$ cat src/rtl/rom_arb.sv
// Round-robin arbiter sharing one byte-wide memory port between PRG and CHR ROM readers.
// One access in flight at a time; a stalled memory is cut off after TIMEOUT cycles and answered with 8'hFF.
module rom_arb #(
   parameter logic [21:0] CHRBASE = 22'h200000,
   parameter int          TIMEOUT = 255
) (
   input  logic        clk,
   input  logic        rstn,
   input  logic [20:0] promaddr,
   input  logic        promreq,
   output logic        promack,
   output logic [7:0]  promdata,
   input  logic [20:0] cromaddr,
   input  logic        cromreq,
   output logic        cromack,
   output logic [7:0]  cromdata,
   output logic [21:0] maddr,
   output logic        mreq,
   input  logic        mack,
   input  logic [7:0]  mrdata,
   output logic        err
);

   typedef enum logic [1:0] {S_IDLE, S_PRG, S_CHR, S_DONE} state_t;

   localparam logic [7:0] TO_LIMIT = 8'(TIMEOUT);

   state_t      state_q, state_d;
   logic [21:0] maddr_q, maddr_d;
   logic        mreq_q, mreq_d;
   logic [7:0]  cnt_q, cnt_d;
   logic        last_chr_q, last_chr_d;
   logic        promack_q, promack_d;
   logic        cromack_q, cromack_d;
   logic [7:0]  promdata_q, promdata_d;
   logic [7:0]  cromdata_q, cromdata_d;
   logic        err_q, err_d;
   logic        grant_prg, grant_chr;
   logic        finish;
   logic [7:0]  rdata;

   // On a tie the source that did not win last time gets the port.
   assign grant_prg = promreq && (!cromreq || last_chr_q);
   assign grant_chr = cromreq && (!promreq || !last_chr_q);

   assign finish = mack || (cnt_q == TO_LIMIT);
   assign rdata  = mack ? mrdata : 8'hFF;

   always_comb begin
      state_d    = state_q;
      maddr_d    = maddr_q;
      mreq_d     = mreq_q;
      cnt_d      = cnt_q;
      last_chr_d = last_chr_q;
      promack_d  = 1'b0;
      cromack_d  = 1'b0;
      promdata_d = promdata_q;
      cromdata_d = cromdata_q;
      err_d      = err_q;
      case (state_q)
         S_IDLE: begin
            if (grant_prg) begin
               state_d    = S_PRG;
               maddr_d    = {1'b0, promaddr};
               mreq_d     = 1'b1;
               cnt_d      = 8'd0;
               last_chr_d = 1'b0;
            end else if (grant_chr) begin
               state_d    = S_CHR;
               maddr_d    = CHRBASE + {1'b0, cromaddr};
               mreq_d     = 1'b1;
               cnt_d      = 8'd0;
               last_chr_d = 1'b1;
            end
         end
         S_PRG, S_CHR: begin
            if (finish) begin
               state_d = S_DONE;
               mreq_d  = 1'b0;
               // A mack landing on the timeout cycle still counts as a real reply.
               if (!mack) err_d = 1'b1;
               if (state_q == S_PRG) begin
                  promack_d  = 1'b1;
                  promdata_d = rdata;
               end else begin
                  cromack_d  = 1'b1;
                  cromdata_d = rdata;
               end
            end else begin
               cnt_d = cnt_q + 8'd1;
            end
         end
         S_DONE: state_d = S_IDLE;
         default: state_d = S_IDLE;
      endcase
   end

   always_ff @(posedge clk or negedge rstn) begin
      if (!rstn) begin
         state_q    <= S_IDLE;
         maddr_q    <= 22'd0;
         mreq_q     <= 1'b0;
         cnt_q      <= 8'd0;
         last_chr_q <= 1'b1;
         promack_q  <= 1'b0;
         cromack_q  <= 1'b0;
         promdata_q <= 8'd0;
         cromdata_q <= 8'd0;
         err_q      <= 1'b0;
      end else begin
         state_q    <= state_d;
         maddr_q    <= maddr_d;
         mreq_q     <= mreq_d;
         cnt_q      <= cnt_d;
         last_chr_q <= last_chr_d;
         promack_q  <= promack_d;
         cromack_q  <= cromack_d;
         promdata_q <= promdata_d;
         cromdata_q <= cromdata_d;
         err_q      <= err_d;
      end
   end

   assign maddr    = maddr_q;
   assign mreq     = mreq_q;
   assign promack  = promack_q;
   assign cromack  = cromack_q;
   assign promdata = promdata_q;
   assign cromdata = cromdata_q;
   assign err      = err_q;

endmodule

$ cat config.mk
export PLATFORM = sky130hd
export DESIGN_NAME = rom_arb
export DESIGN_NICKNAME = d
export VERILOG_FILES = /design/src/rtl/rom_arb.sv
export SDC_FILE = /design/constraint.sdc
export NUM_CORES = 1
export LEC_CHECK = 0
export CORE_MARGIN = 2
export CORE_UTILIZATION = 47
export CTS_CLUSTER_DIAMETER = 60
export CTS_CLUSTER_SIZE = 20
export DETAILED_ROUTE_END_ITERATION = 12
export PLACE_DENSITY = 0.85
export SYNTH_ARGS = -nofsm -noshare
export SYNTH_HDL_FRONTEND = slang
export SYNTH_SLANG_ARGS = --single-unit
$ cat constraint.sdc
create_clock -name clk -period 3.5 [get_ports clk]
set_input_delay 0.7 -clock clk [delete_from_list [all_inputs] [get_ports clk]]
set_output_delay 0.7 -clock clk [all_outputs]
set_load 0.01 [all_outputs]
==> qor.csv, run 1 <==
stage,metric,value,unit
sta,worst_pin_slew,627.2,ps
clock_network,numCtsBuffers,5,
synthesis,synthFlopType,dfrtp_1,
worst_setup_path,timing.rr.start,state_q[0],
worst_setup_path,cp_data_arrival_time,2380,ps
drt,drt_drc_violations_left,0,
cells_and_area,fill_cells,384,
synthesis,syn_nets,281,
pwr,p_seq_share,36.7,%
synthesis,synth_compound_area_share,12.34,%
place,place_inst,382,
pwr,switchingPower,0.0009972,W
clock_network,cts_setup_buffers,0,
cells_and_area,n_antenna_cell,0,
synthesis,synth.largest_area_cell,dfrtp_1,
floorplan,dieArea,5930,µm²
synthesis,synth-xor-area-share,0,%
job,drv_cap,0,
place,hpwl,4299,µm
worst_setup_path,r2r_cells,4,
clock_network,cts_root_buf,clkbuf_8,
pwr,combPwrFrac,48.4,%
clock_network,cts_hold_buf,0,
floorplan,die_w,77.01,µm
worst_setup_path,end_kind,flip-flop,
cells_and_area,syn_to_final_growth,45.25,%
clock_network,cts_max_level,2,
status,run_status,completed,
sta,rsz0062_at_grt,no,
worst_setup_path,slowest_delay,540,ps
floorplan,start_util,48.73,%
synthesis,yosys.area_share.simple,12.84,%
cells_and_area,register_area,1328,µm²
cells_and_area,layout.nets,377,
sta,setup_viol,0,
cells_and_area,multi_input_area,1096,µm²
pwr,clockPowerShare,14.9,%
synthesis,synth-adder-area-share,1.499,%
synthesis,ys_warn_count,0,
drt,via_per_inst,5.228,
clock_network,cts_buffer_depth,2,
synthesis,synth_seq_cells,53,
synthesis,synthArstFlopShare,100.0,%
sta,finalHoldViolations,0,
worst_setup_path,cp_slowest_cell,and3b_1,
floorplan,core,5140,µm²
worst_setup_path,worstPathCellList,clkdlybuf4s50_1 > buf_4 > a21o_2 > and3b_1 > mux2_4,
drt,drt_iter0_drc,109,
sta,period_share,62.06,%
worst_hold_path,hold_class,primary input to asynchronous set/reset pin,
drt,drt_pass1_iterations,4,
pwr,pwr_density_cell,779.0,nW/µm²
worst_setup_path,path_class,primary input to flip-flop,
synthesis,netlist_instances,223,
pwr,internal_power,0.001837,W
sta,min_period,2172,ps
floorplan,io_pins,97,
cells_and_area,drive_gt1_share,12.19,%
place,portBuffers,96,
sta,fin_hold_ws,367.8,ps
clock_network,cts_resized,0,
clock_network,clkSinkCount,53,
sta,fmax,0.4604,GHz
global_routing,grt_max_degree,31,
synthesis,synth.distinct_cells,43,
global_routing,grt_usage,20.92,%
pwr,swShare,35.18,%
global_routing,antenna_found_initial,0,
drt,ant_nets,0,
clock_network,tritoncts,yes,
place,place_congestion,0.8373,
floorplan,dieHeight,77.01,µm
synthesis,yosysSeqAreaShare,53.00,%
worst_setup_path,cp-start-kind,primary input,
synthesis,synth_area,2505,µm²
sta,finalSetupTns,0,ps
drt,routedWlPerCell,15.05,µm
synthesis,synth_top_area_share,51.95,%
sta,slew_viol_final,0,
worst_setup_path,ff2ff_setup_slack,1380,ps
clock_network,clk-insertion-delay-late,310,ps
cells_and_area,fin_cells,390,
sta,skew,11.66,ps
clock_network,clkSlewWorstSetupHoldPaths,100,ps
floorplan,rows,26,
global_routing,grt_pass1_vias,2024,
pwr,power_leakage,1.596,nW
synthesis,synthMuxAreaShare,16.78,%
synthesis,synth_edf_count,0,
worst_setup_path,cp_max_fo,14,
sta,slew_headroom,57.11,%
synthesis,synth_area_per_cell,11.23,µm²
global_routing,grt_overflow,0,
synthesis,synth.area.top_cells,"dfrtp_1 52%, mux2i_1 8.4%, o21ai_0 5.2%, mux2_4 4.8%, nand2_1 4.3%",
worst_setup_path,r2r_end,cromdata[4],
global_routing,grt_pass1_wl,9936,µm
pwr,ir_drop,381.1,µV
drt,vias,2039,
drt,drt-total-wl,5869,µm
worst_setup_path,cp.required,3700,ps
synthesis,synth_top_family_by_area,multiplexers,
[flip-flops by register name, indices dropped and copies added, names as in the netlist]
signal and count:
promdata 8, err 1, last_chr_q 1, maddr 22
promack 1, cromack 1, cnt_q 8, state_q 2
mreq 1, cromdata 8
[how the worst max path moves through the flow]
stage	startpoint	endpoint	slack, ps	depth (start not counted)
6_report	mack	cromdata[4]	1330	5
5_1_grt	state_q[0]	cromdata[7]	1260	4
4_1_cts	mack	cromdata[4]	1320	5
3_5_place_dp	mack	cromdata[1]	1000	5
3_3_place_gp	mack	cromdata[4]	1080	5
2_1_floorplan	cnt_q[0]	cromdata[0]	1770	6
[through the flow]
| step | worst slack, ps | area [µm²] | power [W] | utilization [%] |
|---|---|---|---|---|
| 2_1_floorplan | 1774 | 2505 | 0.001786 | - |
| 3_3_place_gp | 1076 | 3523 | 0.002367 | 68.55 |
| 3_5_place_dp | 998.2 | 3523 | 0.002422 | 68.55 |
| 4_1_cts | 1324 | 3638 | 0.002848 | 70.79 |
| 5_1_grt | 1264 | 3638 | 0.003028 | 70.79 |
| 6_report | 1328 | 3638 | 0.002834 | 70.79 |
[Yosys cell counts, drive strengths merged, types with 5 or more instances]
cell type and count:
dfrtp 52, mux2 16, nand3 6, mux2i 21
inv 7, nand2 29, clkbuf 5, nand2b 7
buf 6, a21oi 7, o21ai 29
[power groups by stage]
stage / Sequential (W) / Clock [W] / Combinational (W)
final: 0.00104 / 0.000422 / 0.00137
after global routing: 0.00108 / 0.000449 / 0.00150
after CTS: 0.00104 / 0.000426 / 0.00138
after detailed placement: 0.00105 / 0 / 0.00138
after global placement: 0.00103 / 0 / 0.00133
after floorplan: 0.00113 / 0 / 0.000656
[layer usage]
metal	vias to the layer above	track usage, %	wire length, µm
li1	983	-	-
met1	975	26.55	2433
met2	73	36.32	3043
met3	8	4.118	294
met4	0	6.250	97
met5	-	0	0
[worst max-delay path: cells and delay by family]
family / cells / cell delay (ps)
simple gates: 1 / 540
mux: 1 / 350
compound gates: 1 / 150
buf+inv: 2 / 630
[kinds of logic after synthesis]
| logic type | count (synthesis) |
|---|---|
| DFF | 53 |
| muxes | 37 |
| AOI/OAI and AO/OA | 52 |
| buffers and inverters | 18 |
| adders and majority gates | 3 |
| and+or+nand+nor | 60 |
[layout by cell type (no fill, tap or decap), drive strengths merged, types with 6 or more instances in the layout]
cell type	synthesis	final
nand2	29	29
dfrtp	52	52
a21oi	7	7
nand2b	7	7
inv	7	7
nand3	6	6
mux2	16	16
clkdlybuf4s50	0	95
mux2i	21	21
o21ai	29	29
[final cells by class]
| class | instances | share of cell area (%) |
|---|---|---|
| inverters | 7 | 0.7221 |
| clock buffers | 5 | 1.891 |
| flip-flops and latches | 53 | 36.49 |
| multi-input cells | 152 | 30.12 |
| well taps | 70 | 2.407 |
| clock inverters | 3 | 1.272 |
| repair buffers | 100 | 27.10 |
No activity file was read; power rests on OpenSTA's default activity.
==> run 2, diff against run 1 <==
CORE_UTILIZATION = 44   (was 47)
PLACE_DENSITY = 0.8   (was 0.85)
clock period = 2.1 ns   (was 3.5 ns; I/O delays follow)
==> run 2 against run 1 <==
Routed wire length fell by 4.9%. Highest routed layer unchanged. Total power increased by 72%. Worst setup slack got worse by 1200 ps. Final cell count increased by 1.3%. Largest cell class unchanged. Utilization shrank 3.2 points. Critical endpoint is now cromdata[2]. Die area grew 6.5%.
==> qor.csv, run 2 (same netlist as run 1, synthesis figures left out) <==
stage,metric,value,unit
pwr,fin_total_pwr,0.004876,W
worst_setup_path,cp_data_arrival_time,2150,ps
drt,vias,2037,
sta,period_share,92.92,%
sta,fin_hold_ws,120.0,ps
clock_network,numCtsBuffers,5,
cells_and_area,n_antenna_cell,0,
global_routing,grt_pass1_vias,2059,
drt,via_per_inst,5.157,
pwr,p_seq_share,35.3,%
drt,drt-total-wl,5583,µm
worst_setup_path,cp_slowest_cell,and3b_1,
clock_network,cts_max_level,2,
clock_network,tritoncts,yes,
global_routing,grt_overflow,0,
pwr,combPwrFrac,48.3,%
sta,rsz0062_at_grt,no,
cells_and_area,fill_cells,424,
global_routing,grt_pass1_wl,9729,µm
clock_network,cts_buffer_depth,2,
place,place_congestion,0.8157,
drt,routedWlPerCell,14.13,µm
sta,slew_viol_final,0,
floorplan,rows,27,
sta,min_period,1951,ps
worst_setup_path,r2r_cells,5,
worst_setup_path,slowest_delay,520,ps
pwr,pwr_density_cell,1311,nW/µm²
status,run_status,completed,
pwr,internal_power,0.003240,W
worst_setup_path,cp-start-kind,flip-flop,
place,portBuffers,96,
floorplan,core,5507,µm²
sta,skew,5.403,ps
sta,slew_headroom,56.75,%
drt,drt_drc_violations_left,0,
sta,finalHoldViolations,0,
worst_hold_path,hold_class,primary input to asynchronous set/reset pin,
worst_setup_path,ff2ff_setup_slack,150,ps
place,pre_cts_slack,84.59,ps
sta,fmax,0.5125,GHz
worst_setup_path,crit_buf_inv,0,
job,drv_cap,0,
cells_and_area,layout.nets,380,
worst_setup_path,end_kind,flip-flop,
cells_and_area,drive_gt1_share,13.00,%
global_routing,grt_max_degree,43,
cells_and_area,final_cell_mix,"95 x clkdlybuf4s50_1, 52 x dfrtp_1, 29 x nand2_1",
floorplan,die_w,79.45,µm
floorplan,dieHeight,79.45,µm
floorplan,dieArea,6312,µm²
drt,drt_pass1_iterations,4,
place,hpwl,4276,µm
worst_setup_path,cp_max_fo,9,
sta,finalSetupTns,0,ps
sta,setup_ws,148.7,ps
clock_network,cts_root_buf,clkbuf_8,
clock_network,clkSlewWorstSetupHoldPaths,90,ps
cells_and_area,largest_reg_flops,22,
global_routing,antenna_found_initial,0,
worst_setup_path,timing.rr.start,cnt_q[0],
pwr,switchingPower,0.001636,W
worst_setup_path,worstPathCellList,ha_1 > and3_4 > a21o_2 > and3b_1 > mux2_4,
pwr,clockPowerShare,16.4,%
floorplan,io_pins,97,
global_routing,grt_usage,19.80,%
sta,setup_viol,0,
pwr,power_leakage,1.640,nW
clock_network,clkSinkCount,53,
worst_setup_path,crit_family,simple AND/OR/NAND/NOR gates,
worst_setup_path,r2r_end,cromdata[2],
drt,ant_nets,0,
pwr,ir_drop,603.0,µV
worst_setup_path,cp.required,2300,ps
clock_network,cts_hold_buf,0,
clock_network,cts_resized,0,
clock_network,cts_setup_buffers,0,
worst_setup_path,path_class,flip-flop to flip-flop,
cells_and_area,syn_to_final_growth,48.50,%
cells_and_area,layout_commonest_cell,clkdlybuf4s50_1,
floorplan,start_util,45.49,%
clock_network,clk-insertion-delay-late,300,ps
pwr,swShare,33.56,%
place,place_area,3586,µm²
sta,worst_pin_slew,632.4,ps
drt,drt_iter0_drc,82,
cells_and_area,fin_area,3720,µm²
==> run 2: cell count changes in the layout (fill, tap and decap cells not counted), sizes merged <==
cell      previous run  this run
bufinv               1         2
clkinvlp             1         0
buf                  5         8
==> run 2: cell type report <==
cell class | count | area [µm²] | share of cell area, %
Clock buffer | 5 | 68.82 | 1.850
Tap cell | 72 | 90.09 | 2.422
Inverter | 7 | 26.28 | 0.7064
Timing Repair Buffer | 103 | 1046 | 28.12
Clock inverter | 3 | 65.06 | 1.749
Sequential cell | 53 | 1328 | 35.69
Multi-Input combinational cell | 152 | 1096 | 29.47
==> run 2: layer usage <==
metal | part of all wire [%] | GRT usage (%)
met5 | 0 | 0
met4 | 2.4 | 8.276
met3 | 4.4 | 4.299
met2 | 52 | 34.20
met1 | 41 | 23.83
==> run 2: worst max-delay path by stage <==
stage	from	end	slack [ps]	cells after the start
6_report	cnt_q[0]	cromdata[2]	150	5
4_1_cts	cnt_q[0]	cromdata[2]	160	5
3_5_place_dp	mack	cromdata[3]	80	4
3_3_place_gp	cromreq	cnt_q[2]	120	5
5_1_grt	cnt_q[0]	cromdata[4]	60	5
2_1_floorplan	cnt_q[0]	cromdata[0]	370	6
==> run 2: metrics by stage <==
step | instances | utilization, %
after detailed placement | 387 | 65.12
final | 395 | 67.55
after CTS | 395 | 67.55
after floorplan | 223 | -
after global placement | 387 | 65.12
after global routing | 395 | 67.55
==> run 2: power by group through the flow <==
stage / combinational, W / clock (W) / sequential, W
2_1_floorplan: 0.00109 / 0 / 0.00188
3_3_place_gp: 0.00231 / 0 / 0.00172
3_5_place_dp: 0.00237 / 0 / 0.00174
4_1_cts: 0.00239 / 0.000817 / 0.00172
5_1_grt: 0.00258 / 0.000867 / 0.00178
6_report: 0.00235 / 0.000801 / 0.00172
==> run 3, diff against run 2 <==
SKIP_LAST_GASP = 1   (was default)
==> results of run 3 <==
Final layout, timing and power as in run 2 (identical DEF).
==> variant 1, RTL diff (settings of run 2) <==
Reset style: synchronous (`rstn`), changed in one clocked block.
--- a/src/rtl/rom_arb.sv
+++ b/src/rtl/rom_arb.sv
@@ -95,7 +95,7 @@
       endcase
    end
 
-   always_ff @(posedge clk or negedge rstn) begin
+   always_ff @(posedge clk) begin
       if (!rstn) begin
          state_q    <= S_IDLE;
          maddr_q    <= 22'd0;
Formal check against the unedited RTL: differs if rstn is asserted again (counterexample within 4 cycles, from zero or initial values and one cycle with rstn low); with rstn held inactive, the same outputs for 10 cycles.
==> variant 1 against run 2 <==
Clock skew is essentially flat; setup slack gained 180 ps; sequential cell count is the same; area after synthesis shrank 4.0%; hold slack gained 350 ps; sequential power shrank 17%; sequential share of layout area shrank 6.0 points; routed wire length shrank 1.8%; power shrank 19%; non-clock buffer count is the same; critical path depth is the same; design area shrank 3.8%.
==> variant 1: results (changes against run 2) <==
- The detailed-routed wire length on met3 is 520 um (+110%).
- Overall fraction of global-route tracks in use: 18.7% (-1.1 points)
- Drt wl/cell: 12.9 um (-8.5%)
* Hold Path Class: register to register
- The reported combinational group power is 1.71 mW (-27%).
- Transition at the pin with the smallest max-transition slack: 541 ps (-91.4 ps)
- Among all flip-flop cells after synthesis, the most frequent one is dfxtp_1.
- Initial detailed-routing violation count: 141 (+72%)
- Distinct cell type count after synthesis: 41 (-4.7%)
- Proportion of synthesized flip-flops having asynchronous set or reset: 0% (-100 points)
- The global-route track usage on met2 came to 31.5% (-2.7 points).
- The arithmetic-cell share of the synthesized area counting full adders, half adders and majority gates is 1.56% (+0.062 points).
- Post-CTS setup repair buffer count: 0 (unchanged)
* Crit path arrival time: 2020 ps (-130 ps)
- The number of antenna violations at the first check in global routing is 0 (unchanged).
- The cell family contributing the most delay on the critical path is compound AO/OA/AOI/OAI gates.
- Switching pwr: 1.29 mW (-21%)
- After synthesis, the most frequently instantiated cells are 53 x dfxtp_1, 28 x nor2_1, 24 x mux2i_1.
* Fraction of synthesized area in multiplexers: 9.99% (-6.8 points)
- The post-detailed-route via-to-cell ratio is 5.16 (about the same).
* Total number of H-tree levels: 2 (unchanged)
* Final estimated routing congestion in global placement: 0.762 (-6.5%)
- Met3 global-route usage: 6.16% (+1.9 points)
- Number of global-route vias before repair: 1999 (-2.9%)
- The slack of the worst reg-to-reg path came to 330 ps (+180 ps).
- Cell area reported after detailed placement: 3440 um^2 (-4.0%)
- The slowest stage of the critical path belongs to the cell o32ai_4.
- The relative contribution of the clock network to total power is 20.4% (+4.0 points).
- Max Fanout on Critical Path: 8 (-1)
* CP peak stage delay: 460 ps (-60 ps)
- The post-route clock skew is 5.66 ps (+0.261 ps).
- Sorting the synthesized cells by area gives the leading types as dfxtp_1 44%, mux2i_1 10%, a211oi_1 6.6%.
- The met2 routed wirelength was 2600 um (-11%).
* Proportion of layout cells with a drive suffix above 1: 6.78% (-6.2 points)
- The count of instances resized after the clock tree is built is 0 (unchanged).
- In this run the critical register-to-register path is launched from state_q[0].
- The global-route wire length before repair came to 9160 um (-5.9%).
- Maximum resistive drop on vdd: 0.548 mV (-9.1%)
- The flow ran to the end, and the final reports show no timing, DRC or antenna violations.
- The total routed wire length on the met1 layer is 2300 um (+1.2%).
* Met1 GRT Util: 22.1% (-1.7 points)
* Leakage Power: 1.37 nW (-16%)
- The endpoint identified for the worst register-to-register timing path is cnt_q[1].
- NumNets Final: 411 (+8.2%)
* Insertion delay of the later-clocked pin in the worst-skew pair: 300 ps (about the same)
* Post-detailed-placement half-perimeter wirelength: 4100 um (-4.1%)
- Sequential-to-total area share from yosys stat: 44.1% (-8.9 points)
* Syn_nets: 319 (+14%)
- The fraction of the mapped netlist area in compound gates came to 23.7% (+11 points).
* Clock transition at path regs: 90 ps (about the same)
-- variant 1: cell count changes after synthesis, moves of 5 or more --
cell	change
a211oi_1	+21
mux2_2	-8
clkbuf_1	+5
o21a_1	+15
nor2b_1	+7
o21ai_0	-18
a21oi_1	+12
nor2_1	+27
nand2_1	-17
dfrtp_1	-52
dfxtp_1	+53
mux2_4	-8
-- variant 1: through the flow --
step	power [mW]	std cells	setup slack (ps)	hold slack (ps)
after detailed placement	3.16	416	140	455
after floorplan	2.39	261	541	432
after CTS	3.97	424	328	471
after global routing	4.19	424	184	495
final	3.93	424	326	472
after global placement	3.13	416	167	446
-- variant 1: cell type report --
| type | count | area [um^2] |
|---|---|---|
| Fill cell | 443 | 1630 |
| Clock inverter | 3 | 65.1 |
| Tap cell | 70 | 87.6 |
| Clock buffer | 5 | 68.8 |
| Sequential cell | 53 | 1060 |
| Multi-Input combinational cell | 185 | 1240 |
| Timing Repair Buffer | 103 | 1040 |
| Inverter | 5 | 18.8 |
==> variant 2, RTL diff (config.mk and constraints of run 2) <==
Without the edit above. Change the parameter `TIMEOUT` from 255 to 127.
--- a/src/rtl/rom_arb.sv
+++ b/src/rtl/rom_arb.sv
@@ -2,7 +2,7 @@
 // One access in flight at a time; a stalled memory is cut off after TIMEOUT cycles and answered with 8'hFF.
 module rom_arb #(
    parameter logic [21:0] CHRBASE = 22'h200000,
-   parameter int          TIMEOUT = 255
+   parameter int          TIMEOUT = 127
 ) (
    input  logic        clk,
    input  logic        rstn,
Behaviour: same outputs for any inputs over 10 cycles, from zero or initial values and one cycle with rstn low; that may be too few to reach the edited logic, so the function may still have changed.
==> variant 2 against run 2 <==
Routed wire length decreased by 0.88%; highest routed layer unchanged; synthesized cell count shrank 0.90%; die area fell by 0.33%; design area is 0.77% lower; critical path depth up 1; critical endpoint is now cromdata[3]; power down 5.3%; sequential cell count is the same; area after synthesis shrank 0.35%; setup slack got worse by 34 ps.
==> variant 2: results (changes against run 2) <==
* Number of iterations in the first detailed-routing pass: 4 (unchanged)
- Number of cells on the worst reg-to-reg path: 6 (+1)
- Clock latency on the worst-skew pair, taken at its later pin, is 290 ps.
- Crit path arrival time: 2160 ps
* Distinct cell type count after synthesis: 43 (unchanged)
- CP peak stage delay: 390 ps (-130 ps)
- The half-perimeter wire length after placement came to 4270 um (-0.11%).
* Switching fraction of total power: 35.1% (+1.5 points)
* Initial detailed-routing violation count: 49 (-40%)
* Start of the worst register-to-register path: state_q[0]
- The synthesis warning total was 0 (unchanged).
- Total number of H-tree levels: 2 (unchanged)
* Clock transition at path regs: 90 ps (about the same)
* Via total after detailed routing: 2032 (-0.25%)
- On the critical path, the stage with the largest delay is an instance of mux2_2.
* Worst Skew: 3.79 ps (-1.61 ps)
- Cell at the root of the clock tree: clkbuf_8
- Hold-fix buffers, CTS: 0 (unchanged)
- The all-layer global routing usage is 17.9% (-1.9 points).
- The count of instances resized after the clock tree is built came to 0 (unchanged).
- The endpoint identified for the worst register-to-register timing path is cromdata[3].
* NumNets Final: 382 (+0.53%)
* Final estimated routing congestion in global placement: 0.828 (+1.5%)
- The maximum number of buffers from clock root to sink was 2 (unchanged).
* Hold Path Class: input pin to asynchronous set/reset pin
* Cell area reported after detailed placement: 3600 um^2 (+0.52%)
* Pin count of the biggest net entering global routing: 33 (-23%)
* Max Fanout on Critical Path: 9 (unchanged)
- The post-synth net total was 279 (-0.71%).
* Proportion of synthesized flip-flops having asynchronous set or reset: 100% (unchanged)
- Transition at the pin with the smallest max-transition slack: 534 ps (-98.3 ps)
* Proportion of layout cells with a drive suffix above 1: 14.5% (+1.5 points)
* Number of flip-flops under the largest register name: 22 (unchanged)
- For this run, the leading register cell type out of synthesis is dfrtp_1.
- Antenna diode instance count: 0 (unchanged)
- Total clock buffers created by CTS: 5 (unchanged)
- Filler Cell Count: 445 (+5.0%)
- First-pass GRT wire length: 9030 um (-7.2%)
- Maximum resistive drop on vdd: 0.938 mV (+56%)
- Run status: completed
- The number of antenna violations at the first check in global routing was 0 (unchanged).
- The static power due to leakage is 1.64 nW (about the same).
* Final WL: 5530 um (-0.88%)
- Total of buffers placed on input and output ports: 96 (unchanged)
- Post-CTS setup repair buffer count: 0 (unchanged)
* Reg2Reg Setup Slack: 110 ps (-30 ps)
* Gate family responsible for the most delay along the worst path: simple AND/OR/NAND/NOR gates
- Top post-synthesis cells by area: dfrtp_1 52%, mux2i_1 8.4%, mux2_2 7.7%
- Sequential-to-total area share from yosys stat: 53.2% (+0.19 points)
- Worst Setup Start Kind: register
* Leading post-synthesis cells by instance count: 52 x dfrtp_1, 27 x o21ai_0, 25 x nand2_1
## variant 2: layout make-up
class / count / area, um^2 / share of cell area (%)
tap: 72 / 90.1 / 2.44
clock buffer: 5 / 68.8 / 1.86
multi-input combinational: 153 / 1100 / 29.8
timing repair buffer: 106 / 1070 / 28.9
sequential: 53 / 1330 / 36.0
inverter: 5 / 18.8 / 0.508
clock inverter: 3 / 17.5 / 0.475
## variant 2: stage by stage
| stage | hold slack (ps) | cells | setup WS, ps |
|---|---|---|---|
| global route | 129 | 397 | 10.9 |
| finish | 97.3 | 397 | 115 |
| detailed placement | 441 | 389 | 24.9 |
| global placement | 439 | 389 | 55.8 |
| CTS | 116 | 397 | 112 |
| floorplan | 124 | 221 | 378 |
## variant 2: power by group through the flow
stage               Sequential (mW)  Clock (mW)  Combinational (mW)
floorplan                      1.86           0                1.05
global placement               1.71           0                2.33
detailed placement             1.73           0                2.39
CTS                            1.71       0.567                2.39
global route                   1.77       0.607                2.58
finish                         1.71       0.546                2.36
## variant 2: cell families (layout without fill, tap and decap cells)
kind of cell / count (synthesis) / in the layout / synth area share, %
AOI/OAI and AO/OA: 54 / 54 / 13.6
adders and majority gates: 3 / 3 / 1.50
buffers and inverters: 15 / 119 / 3.06
DFF: 53 / 53 / 53.2
muxes: 38 / 38 / 16.1
and+or+nand+nor: 58 / 58 / 12.6
## variant 2: metal layers
layer  up-vias  wire length (um)  global-route usage [%]
li1        997                 -                       -
met1       980              2350                    22.4
met2        53              2890                    32.7
met3         2               271                    3.07
met4         0                23                    3.10
met5         -                 0                       0
## variant 2: worst max path at each step
stage / endpoint / slack (ps) / cells past startpoint
2_1_floorplan: cnt_q[5] / 380 / 7
3_3_place_gp: cnt_q[7] / 60 / 5
3_5_place_dp: cromdata[3] / 20 / 5
4_1_cts: cromdata[3] / 110 / 6
5_1_grt: cromdata[1] / 10 / 6
6_report: cromdata[3] / 110 / 6
